--- src/rtl/copy_stage_n_if.sv ---
// ---------------------------------------------------------------------------
// copy_stage_n_if
// Token channel bundle for the clocked copy stage.
//   Upstream side  : Send_in / Ack_out handshake carrying Data_in, Cnt_in,
//                    exb (emit enable) and cpy (copy enable).
//   Downstream side: Send_out / Ack_in handshake carrying Data_out, Idx_out
//                    and Last_out.
//   Status         : CP (token-taken pulse), feb (busy).
// Modports:
//   slave  - the copy stage itself.
//   master - the environment: upstream producer and downstream consumer.
// ---------------------------------------------------------------------------
interface copy_stage_n_if #(
    parameter int DATA_W = 32,
    parameter int CNT_W  = 3
);
    // Upstream channel
    logic              Send_in;
    logic              Ack_out;
    logic [DATA_W-1:0] Data_in;
    logic [CNT_W-1:0]  Cnt_in;
    logic              exb;
    logic              cpy;

    // Downstream channel
    logic              Send_out;
    logic              Ack_in;
    logic [DATA_W-1:0] Data_out;
    logic [CNT_W-1:0]  Idx_out;
    logic              Last_out;

    // Status
    logic              CP;
    logic              feb;

    modport slave (
        input  Send_in, Data_in, Cnt_in, exb, cpy, Ack_in,
        output Ack_out, Send_out, Data_out, Idx_out, Last_out, CP, feb
    );

    modport master (
        output Send_in, Data_in, Cnt_in, exb, cpy, Ack_in,
        input  Ack_out, Send_out, Data_out, Idx_out, Last_out, CP, feb
    );
endinterface

--- src/rtl/copy_stage_n.sv ---
// ---------------------------------------------------------------------------
// copy_stage_n
// Takes one token and emits it Cnt_in+1 times (or once when cpy=0), each
// copy tagged with its 0-based index. Tokens with exb=0 are consumed and
// produce no output. A new token is loaded in the same cycle the final copy
// of the previous one transfers, so back-to-back tokens see no bubble.
//
// Ports:
//   CLK   - clock, all state changes on the rising edge
//   MR_n  - master reset, asynchronous, active-low
//   bus   - copy_stage_n_if.slave:
//             Send_in/Ack_out  upstream handshake (Ack_out combinational)
//             Data_in, Cnt_in, exb, cpy  token fields, sampled on a take
//             Send_out/Ack_in  downstream handshake (Send_out registered)
//             Data_out, Idx_out, Last_out  current copy, registered
//             CP   one-cycle pulse after each take
//             feb  busy while a token is held
// ---------------------------------------------------------------------------
module copy_stage_n #(
    parameter int DATA_W = 32,
    parameter int CNT_W  = 3
) (
    input  logic           CLK,
    input  logic           MR_n,
    copy_stage_n_if.slave  bus
);

    typedef enum logic {
        IDLE = 1'b0,
        EMIT = 1'b1
    } state_t;

    state_t            state_q, state_nxt;
    logic [DATA_W-1:0] data_q, data_nxt;
    logic [CNT_W-1:0]  idx_q, idx_nxt;
    logic [CNT_W-1:0]  rem_q, rem_nxt;     // copies still to emit after the current one
    logic              last_q, last_nxt;
    logic              cp_q;

    logic              take;
    logic              load;
    logic [CNT_W-1:0]  load_rem;

    // Ready when empty, or when the final copy is leaving this very cycle.
    // The Ack_in -> Ack_out path is deliberately combinational: it lets the
    // next token be loaded on the edge the last copy transfers.
    assign bus.Ack_out = MR_n & ((state_q == IDLE) |
                                 ((state_q == EMIT) & bus.Ack_in & last_q));

    assign take     = bus.Send_in & bus.Ack_out;
    assign load_rem = bus.cpy ? bus.Cnt_in : '0;

    // -----------------------------------------------------------------------
    // Next-state / next-output logic
    // -----------------------------------------------------------------------
    always_comb begin
        // NOTE: every signal written here gets a default first so that no path
        // through the case leaves it unassigned, which would infer a latch.
        state_nxt = state_q;
        data_nxt  = data_q;
        idx_nxt   = idx_q;
        rem_nxt   = rem_q;
        last_nxt  = last_q;
        load      = 1'b0;

        unique case (state_q)
            IDLE: begin
                // exb=0 tokens are simply consumed; only CP records them.
                load = take & bus.exb;
            end

            EMIT: begin
                if (bus.Ack_in) begin
                    if (rem_q != '0) begin
                        // Another copy of the same token; payload is held.
                        idx_nxt  = idx_q + 1'b1;
                        rem_nxt  = rem_q - 1'b1;
                        last_nxt = (rem_q == CNT_W'(1));
                    end else if (take && bus.exb) begin
                        load = 1'b1;
                    end else begin
                        // Final copy leaves with nothing to replace it, or the
                        // replacement is an absorbed token.
                        state_nxt = IDLE;
                    end
                end
            end

            default: state_nxt = IDLE;
        endcase

        if (load) begin
            state_nxt = EMIT;
            data_nxt  = bus.Data_in;
            idx_nxt   = '0;
            rem_nxt   = load_rem;
            last_nxt  = (load_rem == '0);
        end
    end

    // -----------------------------------------------------------------------
    // State and output registers
    // -----------------------------------------------------------------------
    // NOTE: the payload register is reset along with the control state so the
    // outputs read a defined zero straight out of reset.
    always_ff @(posedge CLK or negedge MR_n) begin
        if (!MR_n) begin
            state_q <= IDLE;
            data_q  <= '0;
            idx_q   <= '0;
            rem_q   <= '0;
            last_q  <= 1'b0;
            cp_q    <= 1'b0;
        end else begin
            // NOTE: non-blocking assignments keep every register sampling the
            // pre-edge values, independent of statement order.
            state_q <= state_nxt;
            data_q  <= data_nxt;
            idx_q   <= idx_nxt;
            rem_q   <= rem_nxt;
            last_q  <= last_nxt;
            cp_q    <= take;
        end
    end

    // All outputs come straight from flops (state is a single flop bit).
    assign bus.Send_out = (state_q == EMIT);
    assign bus.feb      = (state_q == EMIT);
    assign bus.Data_out = data_q;
    assign bus.Idx_out  = idx_q;
    assign bus.Last_out = last_q;
    assign bus.CP       = cp_q;

endmodule
--- src/flat_wrapper.sv ---
// flat-port wrapper written by rule: the top's interface ports become plain ports
module copy_stage_n_flat 
#(
    parameter int DATA_W = 32,
    parameter int CNT_W  = 3
)
  (CLK, MR_n, bus_Send_in, bus_Data_in, bus_Cnt_in, bus_exb, bus_cpy, bus_Ack_in, bus_Ack_out, bus_Send_out, bus_Data_out, bus_Idx_out, bus_Last_out, bus_CP, bus_feb);
  copy_stage_n_if #(.DATA_W(DATA_W), .CNT_W(CNT_W)) bus_i ();
  input  logic CLK;
  input  logic MR_n;
  input wire logic [$bits(bus_i.Send_in)-1:0] bus_Send_in;
  input wire logic [$bits(bus_i.Data_in)-1:0] bus_Data_in;
  input wire logic [$bits(bus_i.Cnt_in)-1:0] bus_Cnt_in;
  input wire logic [$bits(bus_i.exb)-1:0] bus_exb;
  input wire logic [$bits(bus_i.cpy)-1:0] bus_cpy;
  input wire logic [$bits(bus_i.Ack_in)-1:0] bus_Ack_in;
  output wire logic [$bits(bus_i.Ack_out)-1:0] bus_Ack_out;
  output wire logic [$bits(bus_i.Send_out)-1:0] bus_Send_out;
  output wire logic [$bits(bus_i.Data_out)-1:0] bus_Data_out;
  output wire logic [$bits(bus_i.Idx_out)-1:0] bus_Idx_out;
  output wire logic [$bits(bus_i.Last_out)-1:0] bus_Last_out;
  output wire logic [$bits(bus_i.CP)-1:0] bus_CP;
  output wire logic [$bits(bus_i.feb)-1:0] bus_feb;
  assign bus_i.Send_in = bus_Send_in;
  assign bus_i.Data_in = bus_Data_in;
  assign bus_i.Cnt_in = bus_Cnt_in;
  assign bus_i.exb = bus_exb;
  assign bus_i.cpy = bus_cpy;
  assign bus_i.Ack_in = bus_Ack_in;
  assign bus_Ack_out = bus_i.Ack_out;
  assign bus_Send_out = bus_i.Send_out;
  assign bus_Data_out = bus_i.Data_out;
  assign bus_Idx_out = bus_i.Idx_out;
  assign bus_Last_out = bus_i.Last_out;
  assign bus_CP = bus_i.CP;
  assign bus_feb = bus_i.feb;
  copy_stage_n #(.DATA_W(DATA_W), .CNT_W(CNT_W)) u_core (.CLK(CLK), .MR_n(MR_n), .bus(bus_i));
endmodule
--- config.mk ---
export PLATFORM = sky130hd
export DESIGN_NAME = copy_stage_n_flat
export DESIGN_NICKNAME = d
export VERILOG_FILES = /design/src/rtl/copy_stage_n_if.sv /design/src/rtl/copy_stage_n.sv /design/src/flat_wrapper.sv
export SDC_FILE = /design/constraint.sdc
export NUM_CORES = 1
export LEC_CHECK = 0
export ABC_AREA = 1
export ABC_CLOCK_PERIOD_IN_PS = 1900
export BUFFER_PORTS_ARGS = -buffer_cell sky130_fd_sc_hd__buf_2
export CAP_MARGIN = 20
export CORE_MARGIN = 2
export CORE_UTILIZATION = 30
export CTS_BUF_LIST = sky130_fd_sc_hd__clkbuf_4
export DETAILED_ROUTE_END_ITERATION = 12
export HOLD_SLACK_MARGIN = 0.12
export PLACE_DENSITY_LB_ADDON = 0.05
export SKIP_CTS_REPAIR_TIMING = 1
export SYNTH_ARGS = -nofsm -noshare
export SYNTH_HDL_FRONTEND = slang
export SYNTH_SLANG_ARGS = --single-unit
export TNS_END_PERCENT = 20
--- constraint.sdc ---
create_clock -name CLK -period 1.9 [get_ports CLK]
set_clock_uncertainty 0.15 [all_clocks]
set_input_delay 0.095 -clock CLK [delete_from_list [all_inputs] [get_ports CLK]]
set_output_delay 0.095 -clock CLK [all_outputs]
set_load 0.005 [all_outputs]
# Word-level counts from Yosys, hierarchy flattened
# Index checks and enable logic that the tools add are counted.
[totals]
regBits = 41
latch_bits = 0
mem_bits_rw = 0
romBits = 0
inputBits = 41
output_inout_bits = 40
word_cells = 44
memories = 0
[op_classes]
addsub = 2
mul = 0
div_mod_pow = 0
order_cmp = 0
n_eq_ne = 1
n_shift = 0
mux = 21
bitwise_logic = 7
reduce_logical = 7
[op_table]
columns = ["operator", "n"]
rows = [
  ["two-way mux 3 bit", 9],
  ["two-way mux 1 bit", 11],
  ["nonzero test 2 bit", 3],
  ["AND 1 bit", 5],
  ["adder 3 x 1 -> 3 bit (second input constant)", 1],
  ["== test 3 x 1 -> 1 bit (second input constant)", 1],
  ["zero test 3 bit", 1],
  ["AND reduction 3 bit", 1],
  ["nonzero test 3 bit", 1],
  ["subtractor 3 x 1 -> 3 bit (second input constant)", 1],
  ["case mux 1 bit (2 select lines)", 1],
  ["logical AND 1 bit", 1],
  ["NOT 1 bit", 1],
  ["OR 1 bit", 1],
]

# Longest topological paths before layout
# Gate-level depths: netlist (run 1).
[depth]
ltp_word = 12
mapped_depth = 10
mapped_depth_nobuf = 9

# Worst setup path before layout (run 1)
# OpenSTA, ideal clock, no wires.
[synth_path]
kind = "reg-to-reg"
startpoint = "register u_core.rem_q[0]"
endpoint = "register u_core.data_q[0] (netlist: u_core.bus.Data_out[0])"
setup_time_ns = 0.116
arrival_ns = 1.328
required_time_ns = 1.634
path_slack_ns = 0.306
path_stages_with_launch = 10
n_path_buf = 2
period_less_slack_ns = 1.594
cell_sequence = "dfrtp_1 -> inv_1 -> ha_1 -> nand2_1 -> nand2_2 -> nand4_2 -> buf_6 -> buf_8 -> nand2_2 -> nand2_1"
[synth_via]
elab_chain_cells = 4
[synth_lines]
columns = ["element", "line", "rtl"]
rows = [
  ["start, declared", "copy_stage_n.sv:36", "logic [CNT_W-1:0] rem_q, rem_nxt;"],
  ["start signal, assigned", "copy_stage_n.sv:120", "rem_q <= rem_nxt;"],
  ["nonzero test 3 bit", "copy_stage_n.sv:74", "if (rem_q != '0) begin"],
  ["two-way mux 1 bit", "copy_stage_n.sv:74", ""],
  ["two-way mux 1 bit", "copy_stage_n.sv:73", "if (bus.Ack_in) begin"],
  ["case mux 1 bit (2 select lines)", "copy_stage_n.sv:66", "unique case (state_q)"],
  ["end signal, assigned", "copy_stage_n.sv:118", "data_q <= data_nxt;"],
  ["end, declared", "copy_stage_n.sv:34", "logic [DATA_W-1:0] data_q, data_nxt;"],
]
# Every way passes these cells.
# A chain may end at the register's enable or synchronous reset.

# Final worst setup path (run 1)
[layout_path]
startpoint = "register u_core.rem_q[0]"
endpoint = "register u_core.data_q[11] (netlist: u_core.bus.Data_out[11])"
# Same word-level chain as after synthesis.

==> results.cfg, run 1 <==
[hold_path]
worstHoldStart = bus_Cnt_in[0]
min_path_type = input pin to register
hold_path_end = u_core.rem_q[0]
holdPathStages = 7

[cells_and_area]
layout.nets = 387
drive_gt1_frac = 0.3324
multi_input_area_sq_um = 730.7
regArea_sq_um = 1026
final_cell_mix = 121 x nand2_1, 80 x buf_2, 41 x dfrtp_1, 40 x dlygate4sd3_1, 13 x nand2_2
final_cells = 418
layout.cells.most_common = nand2_1
area_growth_pct = 49.77
n_antenna_cell = 0
fillers = 612

[placement]
post-place-cells = 370
dp_hpwl_mm = 3.290
portBuffers = 80
gp_congestion = 0.7250
post-place-ws_ps = 95.46

[grt]
grt_max_degree = 41
grt_overflow_total = 0
grt_antenna_before_repair = 0
grt_pass1_vias = 1589
grt_first_pass_wirelength_mm = 7.527
grt_util_all_layers = 0.1346

[synth]
synth_area_sq_um = 1876
synthAdderAreaFrac = 0.02668
synth_top_family_by_area = simple AND/OR/NAND/NOR gates
synth_seq_cells = 41
ys_warn_count = 0
syn_nets = 263
synth.area.mux_share = 0
synth-compound-area-share = 0.004670
ys_seq_area_frac = 0.5470
synthXorXnorAreaFrac = 0.009340
yosys.area_share.simple = 0.3442
synth_cell_types = 18
syn_inst = 218
avgSynthCellArea_sq_um = 8.603

[clock_tree]
clk_path_buf_depth = 2
cts_buffers = 5
cts_root_buffer = clkbuf_4
clk_pin_slew_ps = 120
htreeDepth = 2
clkSinkCount = 41
clock_latency_ps = 340
tritoncts = done

[detailed_routing]
drt.antenna.violating_nets = 0
wire_per_inst_um = 11.70
totalWireLength_mm = 4.890
viasPerCell = 4.129
initialDrtViolationCount = 46
route.vias.total = 1726
drt_first_pass_iters = 4
drcViolationCount = 0

[timing]
clock.fmax_mhz = 593.1
setup_viol = 0
hold_slack_ps = 46.85
tns_ps = 0
fin_crit_sh = 0.8874
finalMaxSlewViolations = 0
relSlewSlack = 0.6513
fin_crit_ps = 1686
setup_ws_ps = 213.9
hold_viol_final = 0
worst_pin_slew_ps = 523.0
rsz0062_at_grt = no

[floorplanning]
rows = 28
start_util = 0.3131
die_w_um = 83.07
io_pins = 81
dieArea_sq_um = 6901
die-height_um = 83.07
core_area_sq_um = 5991

[run_status]
status = finished, final reports clean

[power_and_ir_drop]
p_sw_frac = 0.3833
pwr-share-seq = 0.447
p_leak_nw = 1.627
intPower_w = 0.002128
p_sw_w = 0.001323
ir_worst_vdd_mv = 0.4826
p_per_area_nw_per_um2 = 1229
p_comb_frac = 0.426
pwr-share-clk = 0.126

[worst_setup_path]
crit_type = register to register
critPathRequiredTime_ps = 2040
worstPathMaxFanout = 32
critPathLaunchType = register
rrSetupSlack_ps = 210
worstPathArrival_ps = 1820
end_kind = register
reg2reg_depth = 9
rr_endpoint = u_core.bus.Data_out[11]
rr_startpoint = u_core.rem_q[0]

[flow_run]
cap_violations = 0
[power by group through the flow]
stage                     clock network [W]  logic (W)  registers [W]
after global routing               0.000492    0.00170        0.00160
after detailed placement                  0    0.00143        0.00156
after floorplan                           0   0.000757        0.00158
after global placement                    0    0.00141        0.00157
final                              0.000436    0.00147        0.00154
after CTS                          0.000462    0.00143        0.00154
[per-stage QoR]
step | area, sq um | total power, W | util
6_report | 2809 | 0.003452 | 0.4689
4_1_cts | 2396 | 0.003434 | 0.4000
3_5_place_dp | 2341 | 0.002983 | 0.3908
2_1_floorplan | 1876 | 0.002335 | -
3_3_place_gp | 2341 | 0.002973 | 0.3908
5_1_grt | 2809 | 0.003792 | 0.4689
[final cells by class]
class,instances,area share
Sequential cell,41,0.3653
Timing Repair Buffer,125,0.3042
Clock inverter,3,0.006236
Inverter,13,0.01737
Multi-Input combinational cell,156,0.2601
Clock buffer,5,0.01336
Tap cell,75,0.03341
[worst max path at each step]
stage,to,slack (ps),from
finish,u_core.bus.Data_out[11],210,u_core.rem_q[0]
global route,u_core.bus.Data_out[11],90,u_core.rem_q[0]
global placement,u_core.bus.Data_out[27],150,u_core.bus.Send_out
CTS,u_core.bus.Data_out[30],60,u_core.rem_q[0]
detailed placement,u_core.bus.Data_out[30],100,u_core.rem_q[0]
floorplan,u_core.bus.Data_out[0],310,u_core.rem_q[0]
[cells in the mapped netlist]
master	count	share of area
a21oi_2	1	0.0047
buf_4	4	0.016
buf_6	3	0.018
buf_8	1	0.0080
dfrtp_1	41	0.55
ha_1	4	0.027
inv_1	10	0.020
inv_2	3	0.0060
nand2_1	121	0.24
nand2_2	13	0.043
nand2_4	1	0.0060
nand3_1	1	0.0027
nand3_2	1	0.0053
nand4_1	6	0.020
nand4_2	1	0.0067
nor2_1	3	0.0060
nor2_4	2	0.012
xor2_1	2	0.0093
[registers in the layout, summed over array words and instances (netlist names)]
signal,count
u_core.bus.CP,1
u_core.bus.Data_out,32
u_core.bus.Idx_out,3
u_core.bus.Last_out,1
u_core.bus.Send_out,1
u_core.rem_q,3
[cells by family after synthesis]
| kind of cell | Yosys count |
|---|---|
| AOI/OAI and AO/OA | 1 |
| adders and majority gates | 4 |
| xor gates and xnor gates | 2 |
| and+or+nand+nor | 149 |
| buffers and inverters | 21 |
| DFF | 41 |
[critical path, cell delays in order (launching register included)]
cell	delay (ps)
dfrtp_1	420
inv_1	100
ha_1	150
nand2_1	80
nand2_2	100
nand4_4	190
inv_2	120
buf_12	180
nand2_1	70
nand2_1	60
[routing by layer]
| layer | track usage | vias to the layer above | wire (um) |
|---|---|---|---|
| met3 | 0.03877 | 4 | 244 |
| met5 | 0 | - | 0 |
| met4 | 0.04024 | 0 | 40 |
| li1 | - | 911 | - |
| met1 | 0.1756 | 770 | 2243 |
| met2 | 0.2170 | 41 | 2363 |
Note: power is estimated with default switching activity, not from simulation.
==> inputs of run 2 (changes only) <==
--- a/config.mk
+++ b/config.mk
@@ -6,7 +6,7 @@
 export NUM_CORES = 1
 export LEC_CHECK = 0
 export ABC_AREA = 1
-export ABC_CLOCK_PERIOD_IN_PS = 1900
+export ABC_CLOCK_PERIOD_IN_PS = 1700
 export BUFFER_PORTS_ARGS = -buffer_cell sky130_fd_sc_hd__buf_2
 export CAP_MARGIN = 20
 export CORE_MARGIN = 2
==> constraint.sdc (replaced) <==
create_clock -name CLK -period 1.7 [get_ports CLK]
set_clock_uncertainty 0.15 [all_clocks]
set_input_delay 0.085 -clock CLK [delete_from_list [all_inputs] [get_ports CLK]]
set_output_delay 0.085 -clock CLK [all_outputs]
set_load 0.005 [all_outputs]
==> run 2 against run 1 <==
Net effect:
- global-route usage decreased by 0.063 points
- non-clock buffer count increased by 13
- die area unchanged
- core utilization increased by 1.8 points
- first-iteration DRC count decreased by 24%
- clock power increased by 13%
- sequential power increased by 11%
- highest routed layer unchanged
==> results.cfg, run 2 (synthesized netlist as in run 1, its figures left out) <==
[worst_setup_path]
critPathRequiredTime_ps = 1840
worstPathArrival_ps = 1720
end_kind = register
critPathLaunchType = register
worstPathMaxFanout = 24
crit_type = register to register

[placement]
dp_hpwl_mm = 3.322
portBuffers = 80
gp_congestion = 0.7401
placedInstanceArea_sq_um = 2424
post-place-cells = 381

[grt]
grt_first_pass_wirelength_mm = 7.562
grt_overflow_total = 0
grt_util_all_layers = 0.1340
grt_pass1_vias = 1624
grt_antenna_before_repair = 0
grt_max_degree = 41

[floorplanning]
rows = 28
die_w_um = 83.07
core_area_sq_um = 5991
io_pins = 81
start_util = 0.3131
dieArea_sq_um = 6901
die-height_um = 83.07

[cells_and_area]
final_cells = 431
drive_gt1_frac = 0.3539
final_cell_mix = 121 x nand2_1, 80 x buf_2, 42 x dlygate4sd3_1, 40 x dfrtp_1, 14 x buf_4
fillers = 615
layout.nets = 400
area_growth_pct = 55.57
n_antenna_cell = 0
layout.cells.most_common = nand2_1
largest_reg_flops = 32
fin_area_sq_um = 2918

[clock_tree]
clk_pin_slew_ps = 130
clk_path_buf_depth = 2
cts_buffers = 5
clock_latency_ps = 350
clkSinkCount = 41
cts_root_buffer = clkbuf_4
htreeDepth = 2
tritoncts = done

[timing]
hold_viol_final = 0
worst_pin_slew_ps = 523.8
tns_ps = 0
clock.fmax_mhz = 631.7
hold_slack_ps = 59.15
fin_crit_sh = 0.9312
rsz0062_at_grt = no
finalMaxSlewViolations = 0
fin_crit_ps = 1583
relSlewSlack = 0.6508
setup_viol = 0

[detailed_routing]
drcViolationCount = 0
viasPerCell = 4.104
initialDrtViolationCount = 35
drt_first_pass_iters = 4
wire_per_inst_um = 11.30
totalWireLength_mm = 4.870
drt.antenna.violating_nets = 0
route.vias.total = 1769

[flow_run]
cap_violations = 0

[power_and_ir_drop]
pwr-share-clk = 0.124
p_leak_nw = 1.687
intPower_w = 0.002484
pwr-share-seq = 0.429
p_per_area_nw_per_um2 = 1363
p_sw_w = 0.001492
ir_worst_vdd_mv = 0.6009
p_comb_frac = 0.447
p_sw_frac = 0.3753

[hold_path]
min_path_type = input pin to register

[run_status]
status = finished, final reports clean
==> run 2: cell types whose count changed in the layout (fill, tap and decap cells not counted), sizes merged <==
cell,change
buf,+11
dlygate4sd3,+2
==> run 2: critical path, cell delays in order (launching register included) <==
cell     delay [ps]
dfrtp_1         400
inv_1            70
ha_1            130
nand2_1          90
nand2_2         100
nand4_4         170
inv_2           120
buf_12          170
nand2_1          60
nand2_1          60
==> run 2: final timing paths <==
path	depth (start not counted)	endpoint	slack, ps	start
setup reg to reg	9	u_core.bus.Data_out[17]	120	u_core.rem_q[1]
hold / removal	7	u_core.rem_q[2]	60	bus_cpy
hold reg to reg	2	u_core.bus.Data_out[11]	340	u_core.bus.Data_out[11]
setup / recovery	9	u_core.bus.Data_out[17]	120	u_core.rem_q[1]
max in group asynchronous	3	u_core.bus.Send_out	750	MR_n
min in group asynchronous	3	u_core.bus.Data_out[4]	270	MR_n
==> run 2: cell type report <==
cell class / instances / area [sq um] / share of cell area
Inverter: 13 / 48.80 / 0.01672
Tap cell: 75 / 93.84 / 0.03216
Sequential cell: 41 / 1027 / 0.3521
Timing Repair Buffer: 138 / 957.2 / 0.3280
Clock inverter: 3 / 17.52 / 0.006003
Clock buffer: 5 / 37.54 / 0.01286
Multi-Input combinational cell: 156 / 735.7 / 0.2521
==> run 2: metal layers <==
metal  up-vias  wire length (um)  share of wire  GRT usage
li1        935                 -              -          -
met3         5               258          0.053    0.03976
met4         0                38         0.0078    0.04024
met2        44              2208           0.45     0.2089
met5         -                 0              0          0
met1       785              2364           0.49     0.1800
==> run 2: power by group through the flow <==
stage,Clock [W],Combinational [W],Sequential (W)
after floorplan,0,0.000846,0.00176
after global placement,0,0.00170,0.00174
after detailed placement,0,0.00172,0.00173
after CTS,0.000525,0.00172,0.00171
after global routing,0.000567,0.00206,0.00177
final,0.000491,0.00178,0.00171
==> run 2: metrics by stage <==
stage            util  power [W]  worst slack [ps]
2_1_floorplan       -   0.002610             106.0
3_3_place_gp   0.4046   0.003436             14.83
3_5_place_dp   0.4046   0.003445            -2.910
4_1_cts        0.4137   0.003956            -5.672
5_1_grt        0.4871   0.004393             5.641
6_report       0.4871   0.003976             117.0
